--- src/rtl/synth_pkg.sv ---
// Shared constants and encodings for the synth voice path.
package synth_pkg;

  localparam int unsigned NOTE_W             = 7;
  localparam int unsigned VEL_W              = 7;
  localparam int unsigned DEFAULT_NUM_VOICES = 4;
  localparam int unsigned DEFAULT_AGE_W      = 8;

  typedef enum logic [2:0] {
    AdsrAttack  = 3'd0,
    AdsrDecay   = 3'd1,
    AdsrSustain = 3'd2,
    AdsrRelease = 3'd3,
    AdsrQuick   = 3'd4,
    AdsrBlank   = 3'd5
  } adsr_state_e;

  typedef enum logic [1:0] {
    StIdle,
    StScan,
    StIssue
  } alloc_state_e;

endpackage

--- src/rtl/voice_allocator_if.sv ---
// Note event handshake between the MIDI decoder (master) and the allocator (slave).
interface voice_allocator_if;
  import synth_pkg::*;

  logic              note_on_valid;
  logic              note_on_ready;
  logic              note_off_valid;
  logic              note_off_ready;
  logic [NOTE_W-1:0] note_num;
  logic [VEL_W-1:0]  velocity;

  modport master (
    output note_on_valid, note_off_valid, note_num, velocity,
    input  note_on_ready, note_off_ready
  );

  modport slave (
    input  note_on_valid, note_off_valid, note_num, velocity,
    output note_on_ready, note_off_ready
  );
endinterface

--- src/rtl/voice_slot.sv ---
// Per-voice assignment record: note, velocity, key-held flag and saturating age.
module voice_slot
  import synth_pkg::*;
#(
  parameter int unsigned AGE_W = DEFAULT_AGE_W
) (
  input  logic              clk,
  input  logic              rst,
  input  logic              load,
  input  logic              rel,
  input  logic              age_inc,
  input  logic [NOTE_W-1:0] load_note,
  input  logic [VEL_W-1:0]  load_vel,
  output logic [NOTE_W-1:0] note,
  output logic [VEL_W-1:0]  vel,
  output logic              held,
  output logic [AGE_W-1:0]  age
);

  always_ff @(posedge clk) begin
    if (rst) begin
      note <= '0;
      vel  <= '0;
      held <= 1'b0;
      age  <= '0;
    end else if (load) begin
      note <= load_note;
      vel  <= load_vel;
      held <= 1'b1;
      age  <= '0;
    end else begin
      if (rel) held <= 1'b0;
      if (age_inc && (age != '1)) age <= age + 1'b1;
    end
  end

endmodule

--- src/rtl/voice_allocator.sv ---
// Polyphony allocator: serial scan of voices, then retrigger / free / steal on note-on
// and release of the matching voice on note-off.
module voice_allocator
  import synth_pkg::*;
#(
  parameter int unsigned NUM_VOICES = DEFAULT_NUM_VOICES,
  parameter int unsigned IDX_W      = $clog2(NUM_VOICES),
  parameter int unsigned AGE_W      = DEFAULT_AGE_W
) (
  input  logic                         clk,
  input  logic                         rst,
  voice_allocator_if.slave             evt,
  input  logic [NUM_VOICES-1:0]        voice_idle,
  output logic [NUM_VOICES-1:0]        new_note_pulse,
  output logic [NUM_VOICES-1:0]        release_note_pulse,
  output logic [NOTE_W*NUM_VOICES-1:0] voice_note,
  output logic [VEL_W*NUM_VOICES-1:0]  voice_velocity,
  output logic [NUM_VOICES-1:0]        voice_held
);

  alloc_state_e      state_q;
  logic [IDX_W-1:0]  scan_idx_q;
  logic              evt_on_q;
  logic [NOTE_W-1:0] evt_note_q;
  logic [VEL_W-1:0]  evt_vel_q;
  logic              match_found_q, match_found_d, free_found_q, free_found_d;
  logic              unheld_found_q, unheld_found_d;
  logic [IDX_W-1:0]  match_idx_q, match_idx_d, free_idx_q, free_idx_d;
  logic [IDX_W-1:0]  unheld_idx_q, unheld_idx_d, all_idx_q, all_idx_d, target_idx;
  logic [AGE_W-1:0]  unheld_age_q, unheld_age_d, all_age_q, all_age_d;
  logic [NUM_VOICES-1:0] new_pulse_q, rel_pulse_q, target_oh, match_oh;
  logic [NUM_VOICES-1:0] slot_load, slot_rel, slot_age_inc;

  logic [NOTE_W-1:0] slot_note [NUM_VOICES];
  logic [VEL_W-1:0]  slot_vel  [NUM_VOICES];
  logic              slot_held [NUM_VOICES];
  logic [AGE_W-1:0]  slot_age  [NUM_VOICES];

  logic last, load_en, rel_en, off_acc, on_acc;

  assign evt.note_off_ready = (state_q == StIdle) && !rst;
  assign evt.note_on_ready  = evt.note_off_ready && !evt.note_off_valid;
  assign off_acc = evt.note_off_valid && evt.note_off_ready;
  assign on_acc  = evt.note_on_valid && evt.note_on_ready;

  // Running scan result including the voice visited this cycle.
  always_comb begin
    match_found_d  = match_found_q;
    match_idx_d    = match_idx_q;
    free_found_d   = free_found_q;
    free_idx_d     = free_idx_q;
    unheld_found_d = unheld_found_q;
    unheld_idx_d   = unheld_idx_q;
    unheld_age_d   = unheld_age_q;
    all_idx_d      = all_idx_q;
    all_age_d      = all_age_q;
    if (!match_found_q && slot_held[scan_idx_q] && (slot_note[scan_idx_q] == evt_note_q)) begin
      match_found_d = 1'b1;
      match_idx_d   = scan_idx_q;
    end
    if (!free_found_q && !slot_held[scan_idx_q] && voice_idle[scan_idx_q]) begin
      free_found_d = 1'b1;
      free_idx_d   = scan_idx_q;
    end
    if (!slot_held[scan_idx_q] && (!unheld_found_q || (slot_age[scan_idx_q] > unheld_age_q)))
    begin
      unheld_found_d = 1'b1;
      unheld_idx_d   = scan_idx_q;
      unheld_age_d   = slot_age[scan_idx_q];
    end
    if ((scan_idx_q == '0) || (slot_age[scan_idx_q] > all_age_q)) begin
      all_idx_d = scan_idx_q;
      all_age_d = slot_age[scan_idx_q];
    end

    if (match_found_d)       target_idx = match_idx_d;
    else if (free_found_d)   target_idx = free_idx_d;
    else if (unheld_found_d) target_idx = unheld_idx_d;
    else                     target_idx = all_idx_d;

    last    = (scan_idx_q == IDX_W'(NUM_VOICES - 1));
    load_en = (state_q == StScan) && last && evt_on_q;
    rel_en  = (state_q == StScan) && last && !evt_on_q && match_found_d;
    for (int i = 0; i < NUM_VOICES; i++) begin
      target_oh[i]    = (target_idx == IDX_W'(i));
      match_oh[i]     = (match_idx_d == IDX_W'(i));
      slot_load[i]    = load_en && target_oh[i];
      slot_age_inc[i] = load_en && !target_oh[i];
      slot_rel[i]     = rel_en && match_oh[i];
    end
  end

  always_ff @(posedge clk) begin
    if (rst) begin
      state_q        <= StIdle;
      scan_idx_q     <= '0;
      evt_on_q       <= 1'b0;
      evt_note_q     <= '0;
      evt_vel_q      <= '0;
      match_found_q  <= 1'b0;
      match_idx_q    <= '0;
      free_found_q   <= 1'b0;
      free_idx_q     <= '0;
      unheld_found_q <= 1'b0;
      unheld_idx_q   <= '0;
      unheld_age_q   <= '0;
      all_idx_q      <= '0;
      all_age_q      <= '0;
      new_pulse_q    <= '0;
      rel_pulse_q    <= '0;
    end else begin
      case (state_q)
        StIdle: begin
          if (off_acc || on_acc) begin
            // Velocity-0 note-on is a note-off.
            evt_on_q       <= on_acc && (evt.velocity != '0);
            evt_note_q     <= evt.note_num;
            evt_vel_q      <= evt.velocity;
            match_found_q  <= 1'b0;
            free_found_q   <= 1'b0;
            unheld_found_q <= 1'b0;
            scan_idx_q     <= '0;
            state_q        <= StScan;
          end
        end
        StScan: begin
          match_found_q  <= match_found_d;
          match_idx_q    <= match_idx_d;
          free_found_q   <= free_found_d;
          free_idx_q     <= free_idx_d;
          unheld_found_q <= unheld_found_d;
          unheld_idx_q   <= unheld_idx_d;
          unheld_age_q   <= unheld_age_d;
          all_idx_q      <= all_idx_d;
          all_age_q      <= all_age_d;
          if (last) begin
            new_pulse_q <= load_en ? target_oh : '0;
            rel_pulse_q <= rel_en ? match_oh : '0;
            state_q     <= StIssue;
          end else begin
            scan_idx_q <= scan_idx_q + 1'b1;
          end
        end
        StIssue: begin
          new_pulse_q <= '0;
          rel_pulse_q <= '0;
          state_q     <= StIdle;
        end
        default: state_q <= StIdle;
      endcase
    end
  end

  // Reset in the issue cycle suppresses the pulse already registered.
  assign new_note_pulse     = new_pulse_q & {NUM_VOICES{!rst}};
  assign release_note_pulse = rel_pulse_q & {NUM_VOICES{!rst}};

  for (genvar i = 0; i < NUM_VOICES; i++) begin : g_slot
    voice_slot #(
      .AGE_W(AGE_W)
    ) u_slot (
      .clk       (clk),
      .rst       (rst),
      .load      (slot_load[i]),
      .rel       (slot_rel[i]),
      .age_inc   (slot_age_inc[i]),
      .load_note (evt_note_q),
      .load_vel  (evt_vel_q),
      .note      (slot_note[i]),
      .vel       (slot_vel[i]),
      .held      (slot_held[i]),
      .age       (slot_age[i])
    );
    assign voice_note[NOTE_W*i +: NOTE_W]   = slot_note[i];
    assign voice_velocity[VEL_W*i +: VEL_W] = slot_vel[i];
    assign voice_held[i]                    = slot_held[i];
  end

endmodule
--- src/flat_wrapper.sv ---
// flat-port wrapper written by rule: the top's interface ports become plain ports
module voice_allocator_flat import synth_pkg::*;
#(
  parameter int unsigned NUM_VOICES = DEFAULT_NUM_VOICES,
  parameter int unsigned IDX_W      = $clog2(NUM_VOICES),
  parameter int unsigned AGE_W      = DEFAULT_AGE_W
)
  (clk, rst, voice_idle, new_note_pulse, release_note_pulse, voice_note, voice_velocity, voice_held, evt_note_on_valid, evt_note_off_valid, evt_note_num, evt_velocity, evt_note_on_ready, evt_note_off_ready);
  voice_allocator_if evt_i ();
  input  logic clk;
  input  logic rst;
  input  logic [NUM_VOICES-1:0] voice_idle;
  output logic [NUM_VOICES-1:0] new_note_pulse;
  output logic [NUM_VOICES-1:0] release_note_pulse;
  output logic [NOTE_W*NUM_VOICES-1:0] voice_note;
  output logic [VEL_W*NUM_VOICES-1:0] voice_velocity;
  output logic [NUM_VOICES-1:0] voice_held;
  input wire logic [$bits(evt_i.note_on_valid)-1:0] evt_note_on_valid;
  input wire logic [$bits(evt_i.note_off_valid)-1:0] evt_note_off_valid;
  input wire logic [$bits(evt_i.note_num)-1:0] evt_note_num;
  input wire logic [$bits(evt_i.velocity)-1:0] evt_velocity;
  output wire logic [$bits(evt_i.note_on_ready)-1:0] evt_note_on_ready;
  output wire logic [$bits(evt_i.note_off_ready)-1:0] evt_note_off_ready;
  assign evt_i.note_on_valid = evt_note_on_valid;
  assign evt_i.note_off_valid = evt_note_off_valid;
  assign evt_i.note_num = evt_note_num;
  assign evt_i.velocity = evt_velocity;
  assign evt_note_on_ready = evt_i.note_on_ready;
  assign evt_note_off_ready = evt_i.note_off_ready;
  voice_allocator #(.NUM_VOICES(NUM_VOICES), .IDX_W(IDX_W), .AGE_W(AGE_W)) u_core (.clk(clk), .rst(rst), .evt(evt_i), .voice_idle(voice_idle), .new_note_pulse(new_note_pulse), .release_note_pulse(release_note_pulse), .voice_note(voice_note), .voice_velocity(voice_velocity), .voice_held(voice_held));
endmodule
--- config.mk ---
export PLATFORM = sky130hd
export DESIGN_NAME = voice_allocator_flat
export DESIGN_NICKNAME = d
export VERILOG_FILES = /design/src/rtl/synth_pkg.sv /design/src/rtl/voice_allocator_if.sv /design/src/rtl/voice_slot.sv /design/src/rtl/voice_allocator.sv /design/src/flat_wrapper.sv
export SDC_FILE = /design/constraint.sdc
export NUM_CORES = 1
export LEC_CHECK = 0
export BUFFER_PORTS_ARGS = -buffer_cell sky130_fd_sc_hd__buf_2
export CELL_PAD_IN_SITES_DETAIL_PLACEMENT = 0
export CELL_PAD_IN_SITES_GLOBAL_PLACEMENT = 1
export CORE_MARGIN = 4
export CORE_UTILIZATION = 44
export CTS_BUF_LIST = sky130_fd_sc_hd__clkbuf_16
export DETAILED_ROUTE_END_ITERATION = 7
export PLACE_DENSITY_LB_ADDON = 0.1
export RECOVER_POWER = 25
export SLEW_MARGIN = 5
export SYNTH_ARGS = -nofsm -noshare
export SYNTH_HDL_FRONTEND = slang
export SYNTH_HIERARCHICAL = 1
export SYNTH_SLANG_ARGS = --single-unit
--- constraint.sdc ---
create_clock -name clk -period 5.2 [get_ports clk]
set_input_delay 0.26 -clock clk [delete_from_list [all_inputs] [get_ports clk]]
set_output_delay 0.26 -clock clk [all_outputs]
set_load 0.01 [all_outputs]
# ---- Yosys cells after proc, flatten, opt, wreduce, memory -nomap -nowiden
# Index checks and enable logic that the tools add are counted.
dict set report totals {
  input_bits 22
  rom_bits 0
  elab_cells 172
  latch_bits 0
  mem_bits_rw 0
  n_memories 0
  register_bits 146
}
dict set report op_classes {
  n_addsub 5
  n_reduce_logical 66
  n_div 0
  muxes 45
  bitwise_logic 3
  eq_ne 17
  mul 0
  shift 0
  n_lt_le_gt_ge 4
}
# cell count
set op_table {}
lappend op_table {{adder 8 x 1 -> 8 bit, second input constant} 4}
lappend op_table {{!= test 8 bit, second input constant} 4}
lappend op_table {{logical AND 1 bit} 30}
lappend op_table {{two-way mux 2 bit} 11}
lappend op_table {{binary-select mux 8 bit (select 2 bit)} 1}
lappend op_table {{greater-than comparator 8 bit} 2}
lappend op_table {{two-way mux 4 bit} 4}
lappend op_table {{two-way mux 8 bit} 2}
lappend op_table {{case mux 4 bit (2 select lines)} 2}
lappend op_table {{two-way mux 1 bit} 15}
lappend op_table {{binary-select mux 7 bit (select 2 bit)} 1}
lappend op_table {{two-way mux 7 bit} 2}
lappend op_table {{== test 2 bit, second input constant} 6}
lappend op_table {{AND reduction 2 bit} 6}
lappend op_table {{nonzero test 2 bit} 6}
lappend op_table {{logical NOT 1 bit} 11}
lappend op_table {{AND 4 bit} 2}
lappend op_table {{logical NOT 2 bit} 4}
lappend op_table {{case mux 2 bit (2 select lines)} 2}
lappend op_table {{OR reduction 2 bit} 4}
lappend op_table {{== test 7 bit} 1}
lappend op_table {{nonzero test 7 bit} 1}
lappend op_table {{== test 2 x 1 -> 1 bit, second input constant} 3}
lappend op_table {{case mux 1 bit (2 select lines)} 3}
lappend op_table {{other kinds (9)} 13}

# ---- Depth between registers and ports, before layout
# Gate-level depths: netlist of run 1.
dict set report logic_depth {
  ltp_word 15
  depth_mapped 17
  depth_no_buf 14
}

# ---- Hierarchy
# The synthesis of run 1 kept the hierarchy.
# mod cells_each instances area_each_um2 seq_area_each_um2
set modules_own_cells {}
lappend modules_own_cells {voice_slot 99 4 948.4 460.4}
lappend modules_own_cells {voice_allocator 366 1 3243.1 1081.0}

# ---- Least setup slack after synthesis of run 1
# OpenSTA, ideal clock, no wires.
dict set report synth_timing {
  path_kind {flip-flop to flip-flop}
  startpoint {register u_core.scan_idx_q[0]}
  endpoint {register u_core.g_slot[0].u_slot.age[6]}
  path_stages_with_launch 16
  path_slack_ns 0.570
  n_path_buf 3
  setup_ns 0.115
  arrival_time_ns 4.515
  path_cell_list {dfxtp_1 -> buf_6 -> buf_8 -> clkbuf_1 -> mux4_2 -> ha_1 -> nand4_1 -> or3_1 -> a221o_1 -> mux2_2 -> o22ai_1 -> a221o_1 -> a21oi_1 -> nand3_1 -> or4_1 -> and3_1}
}
dict set report synth_between {
  elab_chain_cells 15
  word_cells_on_any_way 43
  cone_classes {order compare (2); eq/ne (2); mux (21); bitwise (1); reduce/logical (17)}
}
# item line
set synth_rtl {}
lappend synth_rtl {{start: declaration} voice_allocator.sv:22} ;# logic [IDX_W-1:0] scan_idx_q;
lappend synth_rtl {{start signal: assignment} voice_allocator.sv:141} ;# scan_idx_q <= scan_idx_q + 1'b1;
lappend synth_rtl {{inverter 2 -> 3 bit (not written as such)} -}
lappend synth_rtl {{binary-select mux 8 bit (select 2 bit)} {voice_allocator.sv:65, voice_allocator.sv:71}}
lappend synth_rtl {{two-way mux 8 bit (not written as such) (2 in a row)} {voice_allocator.sv:65, voice_allocator.sv:71}}
lappend synth_rtl {{greater-than comparator 8 bit} voice_allocator.sv:65} ;# if (!slot_held[scan_idx_q] && (!unheld_found_q || (slot_age[scan_idx_q] > unheld_age_q)))
lappend synth_rtl {{logical OR 1 bit} voice_allocator.sv:65}
lappend synth_rtl {{logical AND 1 bit} voice_allocator.sv:65}
lappend synth_rtl {{two-way mux 2 bit / two-way mux 1 bit (equally long branches)} voice_allocator.sv:65}
lappend synth_rtl {{two-way mux 2 bit} voice_allocator.sv:78} ;# else if (unheld_found_d) target_idx = unheld_idx_d;
lappend synth_rtl {{two-way mux 2 bit} voice_allocator.sv:77} ;# else if (free_found_d) target_idx = free_idx_d;
lappend synth_rtl {{two-way mux 2 bit} voice_allocator.sv:76} ;# if (match_found_d) target_idx = match_idx_d;
lappend synth_rtl {{logical NOT 2 bit} voice_allocator.sv:85} ;# target_oh[i] = (target_idx == IDX_W'(i));
lappend synth_rtl {{logical NOT 1 bit} voice_allocator.sv:88} ;# slot_age_inc[i] = load_en && !target_oh[i];
lappend synth_rtl {{logical AND 1 bit (*)} voice_allocator.sv:88}
lappend synth_rtl {{net u_core.slot_age_inc[0]} voice_allocator.sv:32} ;# logic [NUM_VOICES-1:0] slot_load, slot_rel, slot_age_inc;
lappend synth_rtl {{logical AND 1 bit (*)} voice_slot.sv:33} ;# if (age_inc && (age != '1)) age <= age + 1'b1;
lappend synth_rtl {{end signal: assignment} voice_slot.sv:33}
lappend synth_rtl {{end: declaration} voice_slot.sv:17} ;# output logic [AGE_W-1:0] age
# Mark *: on every way through the listed nets, which the timed path passes. The rest lies on a longest branch. The select of a mux whose other input is x is not followed.
# A chain may end at the register's enable or synchronous reset.

# ---- Final worst setup path of run 1
# Same ends and word-level chain as after synthesis.

==> run summary, run 1 <==
RUN STATUS
----------------------------------------------------------------------------------
Status                                                                finished, final reports clean

YOSYS
----------------------------------------------------------------------------------
Summed instance area of the synthesized netlist                        0.00704 mm²
Area fraction of the dominant cell type after synthesis                      0.415
Number of distinct library cells after synthesis                                54
Syn_nets                                                                       807
YS warnings                                                                      6
Top_reg_cell synth                                                         dfxtp_1
Number of enable-type register cells in the synthesized netlist                  0
Synth Register Bits                                                            146
Fraction of registers with async set/reset                                       0
Seq/Total Area, Yosys                                                        0.415
Cells after synthesis                                                          762
Per-instance average area after synthesis                                 9.23 µm²
Top cell type by total area after synthesis                                dfxtp_1
Largest cells by area after synthesis                                 dfxtp_1 42%, mux2i_1 12%, nor2_1 6.1%, a21oi_1 4.4%, ha_1 4.1%

DIE
----------------------------------------------------------------------------------
Die W                                                                       134 µm
Total die area                                                          0.0181 mm²
Cell row count                                                                  45
Height of the chip                                                          134 µm
Floorplan core area                                                     0.0154 mm²
Starting utilization of the core area                                        0.456
Number of ports placed on the die boundary                                      92

CELLS AND AREA
----------------------------------------------------------------------------------
Number of diodes added for antenna fixing                                        0
Synth-to-Final Area Change                                                   15.5%
Fraction of final layout cells with drive strength greater than 1            0.117
Commonest non-fill, non-tap cells in the layout                       146 x dfxtp_1, 114 x nor2_1, 85 x mux2i_1
Utilization after layout                                                     0.527
Nets                                                                           888
Commonest non-fill, non-tap cell in the layout                             dfxtp_1

POWER
----------------------------------------------------------------------------------
Clock Power Share                                                            0.460
Sequential fraction of design power                                          0.460
Cell Int Power                                                           0.00187 W
Logic gate share of total power                                              0.079
Highest ir drop seen on vdd                                               0.242 mV
Total power per unit cell area                                          310 mW/mm²
Switching portion of total power                                             0.258
Switching power summed over all nets                                    0.000651 W
Reported leakage power                                                     3.02 nW

WORST HOLD PATH
----------------------------------------------------------------------------------
Hold crit path type                                                   input port to register
Hold_sp                                                               evt_note_num[4]
Hold path depth                                                                  3
Endpoint with the worst hold slack                                    u_core/evt_note_q[4]$_SDFFE_PP0P_

STA
----------------------------------------------------------------------------------
Final number of hold-violating endpoints                                         0
Summed negative setup slack over all endpoints                                0 ns
Least-Margin Pin Slew                                                     0.836 ns
Share of the clock period used by the worst path after layout                0.928
Relative slew margins                                                        0.428
Upper clock frequency limit                                                207 MHz
Worst Skew                                                              0.00872 ns
Final number of max-transition violations                                        0
Count of endpoints failing setup in the final report                             0
Minimum clock period after layout                                          4.83 ns
Setup repair after global routing missed its margin                             no
Final worst-path setup slack                                              0.373 ns

DETAILED ROUTING
----------------------------------------------------------------------------------
Number of detailed-route iterations in the first pass                            5
Total vias in the final route                                                5,808
DRT iter0 DRCs                                                                 410
Residual DRC                                                                     0
Per-cell via count in the routed design                                       5.44
Per-cell routed wire length                                                16.8 µm
Total length of routed wires                                             17,900 µm
Remaining number of nets flagged by the antenna check after routing              0

CLOCKING
----------------------------------------------------------------------------------
Clock latency at the later pin of the worst-skew pair                      0.42 ns
Clock sink total                                                               146
TritonCTS clock tree                                                         built
Number of buffers inserted by hold repair at cts                                 0
Number of buffers on the longest clock path                                      2
Clock Root Buffer                                                        clkbuf_16
Count of H-tree levels built during CTS                                          4
CTS clk-pin slew, worst paths                                              0.06 ns
Number of buffers added by the clock tree synthesis step                        17
Post_cts resized                                                                 0
Post-CTS repair timing setup buffer count                                        0

SETUP PATH
----------------------------------------------------------------------------------
Data required time at the worst endpoint                                   5.51 ns
Register-to-register setup slack                                           0.37 ns
Terminus of the critical flop-to-flop path                            u_core/g_slot[0].u_slot/age[6]$_SDFFE_PP0P_
Endpoint class of the critical path                                       register
Critical path data arrival time                                            5.14 ns
Largest fanout of any net on the critical path                                  16
R2r startpoint                                                        u_core/scan_idx_q[0]$_SDFFE_PP0P_
Critical Path Source Type                                                 register
Worst reg-to-reg path cell count                                                13
Type of the worst setup path                                          register to register

GLOBAL ROUTE
----------------------------------------------------------------------------------
Overall track demand over capacity in global routing                         0.201
Global-route wire length before repair                                   28,900 µm
Residual overflow from global routing                                            0
Via count of the first global-routing pass                                   5,526
Number of antenna violations at the first check in global routing                0
Maximum number of pins on one net before global-route repair                    77

PLACED DESIGN
----------------------------------------------------------------------------------
I/O Buffers                                                                     91
Placer's final routability congestion estimate                               0.905
DP Worst Slack                                                            0.390 ns
Detailed-placement wirelength estimate                                   12,700 µm

RUN
----------------------------------------------------------------------------------
Maxcap violations                                                                0

## how the worst max path moves through the flow
| stage | start | end | slack, ns |
|---|---|---|---|
| floorplan | u_core/scan_idx_q[0]$_SDFFE_PP0P_ | u_core/g_slot[0].u_slot/age[6]$_SDFFE_PP0P_ | 0.57 |
| global placement | u_core/scan_idx_q[0]$_SDFFE_PP0P_ | u_core/g_slot[0].u_slot/age[6]$_SDFFE_PP0P_ | 0.51 |
| detailed placement | u_core/scan_idx_q[0]$_SDFFE_PP0P_ | u_core/g_slot[0].u_slot/age[6]$_SDFFE_PP0P_ | 0.39 |
| CTS | u_core/scan_idx_q[0]$_SDFFE_PP0P_ | u_core/g_slot[0].u_slot/age[6]$_SDFFE_PP0P_ | 0.36 |
| global route | u_core/scan_idx_q[0]$_SDFFE_PP0P_ | u_core/g_slot[0].u_slot/age[6]$_SDFFE_PP0P_ | 0.02 |
| finish | u_core/scan_idx_q[0]$_SDFFE_PP0P_ | u_core/g_slot[0].u_slot/age[6]$_SDFFE_PP0P_ | 0.37 |
## sequential cells by signal, indices dropped and copies added (netlist names)
name / flops
u_core/all_age_q: 8
u_core/all_idx_q: 2
u_core/evt_note_q: 7
u_core/evt_on_q: 1
u_core/evt_vel_q: 7
u_core/free_found_q: 1
u_core/free_idx_q: 2
u_core/g_slot.u_slot/age: 32
u_core/g_slot.u_slot/held: 4
u_core/g_slot.u_slot/note: 28
u_core/g_slot.u_slot/vel: 28
u_core/match_found_q: 1
u_core/match_idx_q: 2
u_core/new_pulse_q: 4
u_core/rel_pulse_q: 4
u_core/scan_idx_q: 2
u_core/state_q: 2
u_core/unheld_age_q: 8
u_core/unheld_found_q: 1
u_core/unheld_idx_q: 2
## cell type report
class	instances	area, µm²
Multi-Input combinational cell	550	3820
Timing Repair Buffer	100	458
Clock inverter	15	135
Sequential cell	146	2920
Fill cell	1523	7300
Clock buffer	17	425
Inverter	28	105
Tap cell	211	264
## synthesized netlist by cell type, types with 2 or more instances
cell	instances
mux2i_1	85
o21ai_0	18
and3_1	9
a311oi_1	4
nand2_1	76
mux4_1	5
or4b_1	4
a211oi_1	6
nor3_1	10
a21boi_1	4
o21bai_1	5
buf_2	12
xnor2_1	5
nand4_1	12
nand2b_1	3
a221o_1	3
mux4_2	11
a21oi_1	62
a32o_1	4
inv_1	27
a2111o_1	4
nand3_1	12
a21o_1	2
xor2_1	2
o2bb2ai_1	4
mux2_2	2
buf_1	2
a21boi_0	4
and4_1	8
dfxtp_1	146
or4_1	4
nor2_1	114
or2_4	4
or3_1	6
nor4_1	7
o211ai_1	2
clkbuf_1	17
ha_1	23
buf_6	5
nor2b_1	15
## critical path, cell delays in order, from the launching register on
cell and delay, ns:
dfxtp_1 0.56, buf_4 0.35, mux4_2 0.60, ha_1 0.29
nand2_1 0.07, or3_1 0.35, a221o_1 0.36, mux2_2 0.24
o22ai_1 0.09, a221o_1 0.44, a21oi_1 0.47, nand3_1 0.21
or4_1 0.49, and3_1 0.18
## kinds of logic after synthesis
kind of cell               Yosys count  synth area share
AOI/OAI and AO/OA                  132             0.121
xor gates and xnor gates             7           0.00871
adders and majority gates           23            0.0409
buffers and inverters               66            0.0448
DFF                                146             0.415
muxes                              103             0.178
and+or+nand+nor                    285             0.191
## metrics by stage
step	hold WS, ns	instances	total power (W)	cell area (µm²)
finish	0.0666	1067	0.00252	8130
detailed placement	0.476	1035	0.00139	7640
CTS	0.0523	1067	0.00255	8200
global placement	0.471	1035	0.00138	7640
global route	0.0531	1067	0.00262	8130
floorplan	0.396	762	0.00133	7040
## layer usage
metal,vias to the layer above,GRT usage,wire [µm]
met1,2766,0.250,7970
met2,145,0.337,8700
li1,2882,-,-
met5,-,0,0
met3,15,0.0648,967
met4,0,0.0577,273
## power groups by stage
stage | registers, W | clock network, W | logic (W)
after floorplan | 0.00117 | 0 | 0.000157
after global placement | 0.00118 | 0 | 0.000196
after detailed placement | 0.00119 | 0 | 0.000200
after CTS | 0.00116 | 0.00119 | 0.000201
after global routing | 0.00116 | 0.00124 | 0.000218
final | 0.00116 | 0.00116 | 0.000200
No activity file was read; power rests on OpenSTA's default activity.
==> run 2: changes to the inputs <==
ABC_AREA = 1   (was default)
CORE_UTILIZATION = 42   (was 44)
==> run 2 against run 1 <==
Against the previous run:
- maximum frequency increased by 18%
- clock skew hardly changed
- first-iteration DRC count is 0.98% lower
- combinational power increased to 2.6 times the previous value
- core utilization fell by 3.4 points
- sequential share of layout area is 1.5 points lower
- sequential cell count unchanged
- critical path depth up 9
- design area grew 4.5%
- die area rose by 8.8%
- area after synthesis rose by 4.4%
==> run summary, run 2 <==
YOSYS
----------------------------------------------------------------------------------
Most instantiated library cell after synthesis                             nand2_1
YS warnings                                                                      6
Summed instance area of the synthesized netlist                        0.00735 mm²
Synth Area in Adders                                                        0.0392
Compound-Gate Fraction of Synth Area                                         0.150
Dominant combinational cell family by area after synthesis            simple AND/OR/NAND/NOR gates
Area fraction of the dominant cell type after synthesis                      0.398
Number of enable-type register cells in the synthesized netlist                  0
Synth Register Bits                                                            146
Seq/Total Area, Yosys                                                        0.398
Top cell type by total area after synthesis                                dfxtp_1
Most frequent cells after synthesis                                   280 x nand2_1, 146 x dfxtp_1, 130 x a21oi_1
Largest cells by area after synthesis                                 dfxtp_1 40%, nand2_1 14%, a21oi_1 8.9%, inv_1 5.8%, nand3_1 4.0%
Top_reg_cell synth                                                         dfxtp_1
Cells after synthesis                                                        1,046
Simple-Gate Fraction of Synth Area                                           0.318
Xor-xnor portion of the synthesized cell area                              0.00238
Number of distinct library cells after synthesis                                38
Mux share of post-synthesis cell area                                            0
Per-instance average area after synthesis                                 7.02 µm²
Syn_nets                                                                     1,091
Fraction of registers with async set/reset                                       0

GLOBAL ROUTE
----------------------------------------------------------------------------------
Global Route met3 Usage                                                     0.0393
Met2 global-route usage                                                      0.345
Overall track demand over capacity in global routing                         0.211
Via count of the first global-routing pass                                   6,333
Number of antenna violations at the first check in global routing                0
Global-route wire length before repair                                   33,500 µm
Gr busiest metal                                                              met2
Met1 routing resource usage after global routing                             0.289
Maximum number of pins on one net before global-route repair                    76
Residual overflow from global routing                                            0

CLOCKING
----------------------------------------------------------------------------------
Clock Root Buffer                                                        clkbuf_16
TritonCTS clock tree                                                         built
Number of buffers on the longest clock path                                      2
Post-CTS repair timing setup buffer count                                        0
Clock latency at the later pin of the worst-skew pair                      0.42 ns
Count of H-tree levels built during CTS                                          4
Post_cts resized                                                                 0
Number of buffers added by the clock tree synthesis step                        17
CTS clk-pin slew, worst paths                                              0.07 ns
Clock sink total                                                               146
Number of buffers inserted by hold repair at cts                                 0

STA
----------------------------------------------------------------------------------
Least-Margin Pin Slew                                                     0.882 ns
Final number of max-transition violations                                        0
Upper clock frequency limit                                                244 MHz
Count of endpoints failing setup in the final report                             0
Summed negative setup slack over all endpoints                                0 ns
Worst Skew                                                              0.00896 ns
Share of the clock period used by the worst path after layout                0.787
Final number of hold-violating endpoints                                         0
Setup repair after global routing missed its margin                             no
Relative slew margins                                                        0.412
Minimum clock period after layout                                          4.09 ns

PLACED DESIGN
----------------------------------------------------------------------------------
Detailed-placement wirelength estimate                                   14,500 µm
Placer's final routability congestion estimate                               0.816
I/O Buffers                                                                     91

DETAILED ROUTING
----------------------------------------------------------------------------------
Total vias in the final route                                                6,786
Per-cell via count in the routed design                                       4.99
Residual DRC                                                                     0
DRT iter0 DRCs                                                                 406
Total length of routed wires                                             20,700 µm
Number of detailed-route iterations in the first pass                            5
Per-cell routed wire length                                                15.2 µm
Remaining number of nets flagged by the antenna check after routing              0

DIE
----------------------------------------------------------------------------------
Cell row count                                                                  48
Number of ports placed on the die boundary                                      92
Die W                                                                       140 µm
Total die area                                                          0.0197 mm²
Height of the chip                                                          140 µm
Starting utilization of the core area                                        0.426
Floorplan core area                                                     0.0172 mm²

POWER
----------------------------------------------------------------------------------
Highest ir drop seen on vdd                                               0.214 mV
Total power per unit cell area                                          352 mW/mm²
Reported leakage power                                                     3.53 nW

CELLS AND AREA
----------------------------------------------------------------------------------
Utilization after layout                                                     0.493
Commonest non-fill, non-tap cells in the layout                       280 x nand2_1, 146 x dfxtp_1, 130 x a21oi_1
Synth-to-Final Area Change                                                   15.6%
Commonest non-fill, non-tap cell in the layout                             nand2_1
Max reg flops                                                                   32
Fraction of final layout cells with drive strength greater than 1            0.131
Largest regs                                                          u_core/g_slot.u_slot/age (32), u_core/g_slot.u_slot/note (28), u_core/g_slot.u_slot/vel (28)
Number of diodes added for antenna fixing                                        0
Most flops, register                                                  u_core/g_slot.u_slot/age
Nets                                                                         1,168

SETUP PATH
----------------------------------------------------------------------------------
Critical Path Source Type                                                 register
Timing startpoint of the critical path                                u_core/scan_idx_q[0]$_SDFFE_PP0P_
R2r startpoint                                                        u_core/scan_idx_q[0]$_SDFFE_PP0P_
Data required time at the worst endpoint                                   5.46 ns
Type of the worst setup path                                          register to register
Endpoint class of the critical path                                       register
Critical path data arrival time                                            4.36 ns
Largest fanout of any net on the critical path                                  41

WORST HOLD PATH
----------------------------------------------------------------------------------
Hold_sp                                                               evt_note_num[3]
Hold crit path type                                                   input port to register

RUN STATUS
----------------------------------------------------------------------------------
Status                                                                finished, final reports clean

RUN
----------------------------------------------------------------------------------
Maxcap violations                                                                0

run 2: cells by family (layout without fill, tap and decap cells):
| group | Yosys count | count (layout) |
|---|---|---|
| and+or+nand+nor | 500 | 500 |
| DFF | 146 | 146 |
| adders and majority gates | 23 | 23 |
| buffers and inverters | 167 | 257 |
| xor gates and xnor gates | 2 | 2 |
| AOI/OAI and AO/OA | 208 | 208 |
run 2: cell type report:
type / count / area, µm²
Sequential cell: 146 / 2920
Clock inverter: 15 / 174
Clock buffer: 17 / 425
Inverter: 123 / 462
Fill cell: 1805 / 8740
Multi-Input combinational cell: 733 / 3760
Tap cell: 225 / 282
Timing Repair Buffer: 102 / 470
run 2: final timing paths:
kind	slack, ns	depth (start not counted)	end
setup / recovery	1.11	22	u_core/g_slot[1].u_slot/note[3]$_SDFFE_PP0P_
hold / removal	0.12	3	u_core/evt_note_q[3]$_SDFFE_PP0P_
setup reg to reg	1.11	22	u_core/g_slot[1].u_slot/note[3]$_SDFFE_PP0P_
hold reg to reg	0.46	2	u_core/g_slot[1].u_slot/vel[5]$_SDFFE_PP0P_
run 2: critical path: stages (launching register included):
cell and delay (ns):
dfxtp_1 0.34, buf_4 0.43, o21ai_0 0.21, o22ai_1 0.41
ha_1 0.33, a21oi_1 0.15, nand2_1 0.07, nand2_1 0.05
nand2_1 0.04, nand2_1 0.09, nand2_1 0.09, nand2_1 0.06
nand3_1 0.07, nand2_1 0.07, inv_1 0.04, nand2_1 0.05
nand2_1 0.07, nand2_4 0.12, inv_2 0.07, nor3_2 0.48
inv_1 0.44, nand2_1 0.16, a21oi_1 0.07
run 2: metrics by stage:
stage | cell area, µm² | std cells | power (W) | hold WS, ns | setup WS [ns]
finish | 8490 | 1361 | 0.00299 | 0.116 | 1.11
global route | 8490 | 1361 | 0.00316 | 0.139 | 0.627
CTS | 8560 | 1361 | 0.00302 | 0.109 | 1.17
detailed placement | 7960 | 1329 | 0.00176 | 0.449 | 1.19
global placement | 7960 | 1329 | 0.00176 | 0.449 | 1.25
floorplan | 7350 | 1046 | 0.00163 | 0.420 | 1.60
run 2: routing by layer:
layer,wire length (µm),vias to the layer above,part of all wire
li1,-,3540,-
met1,9960,3092,0.48
met2,9690,132,0.47
met3,790,22,0.038
met4,280,0,0.014
met5,0,-,0
run 2: report_power, final:
group	leakage, nW	internal, W	total, W	switching [W]
registers	1.18	0.00118	0.00121	0.0000382
logic	2.06	0.000166	0.000528	0.000361
clock network	0.288	0.000722	0.00125	0.000529
total	3.53	0.00206	0.00299	0.000928
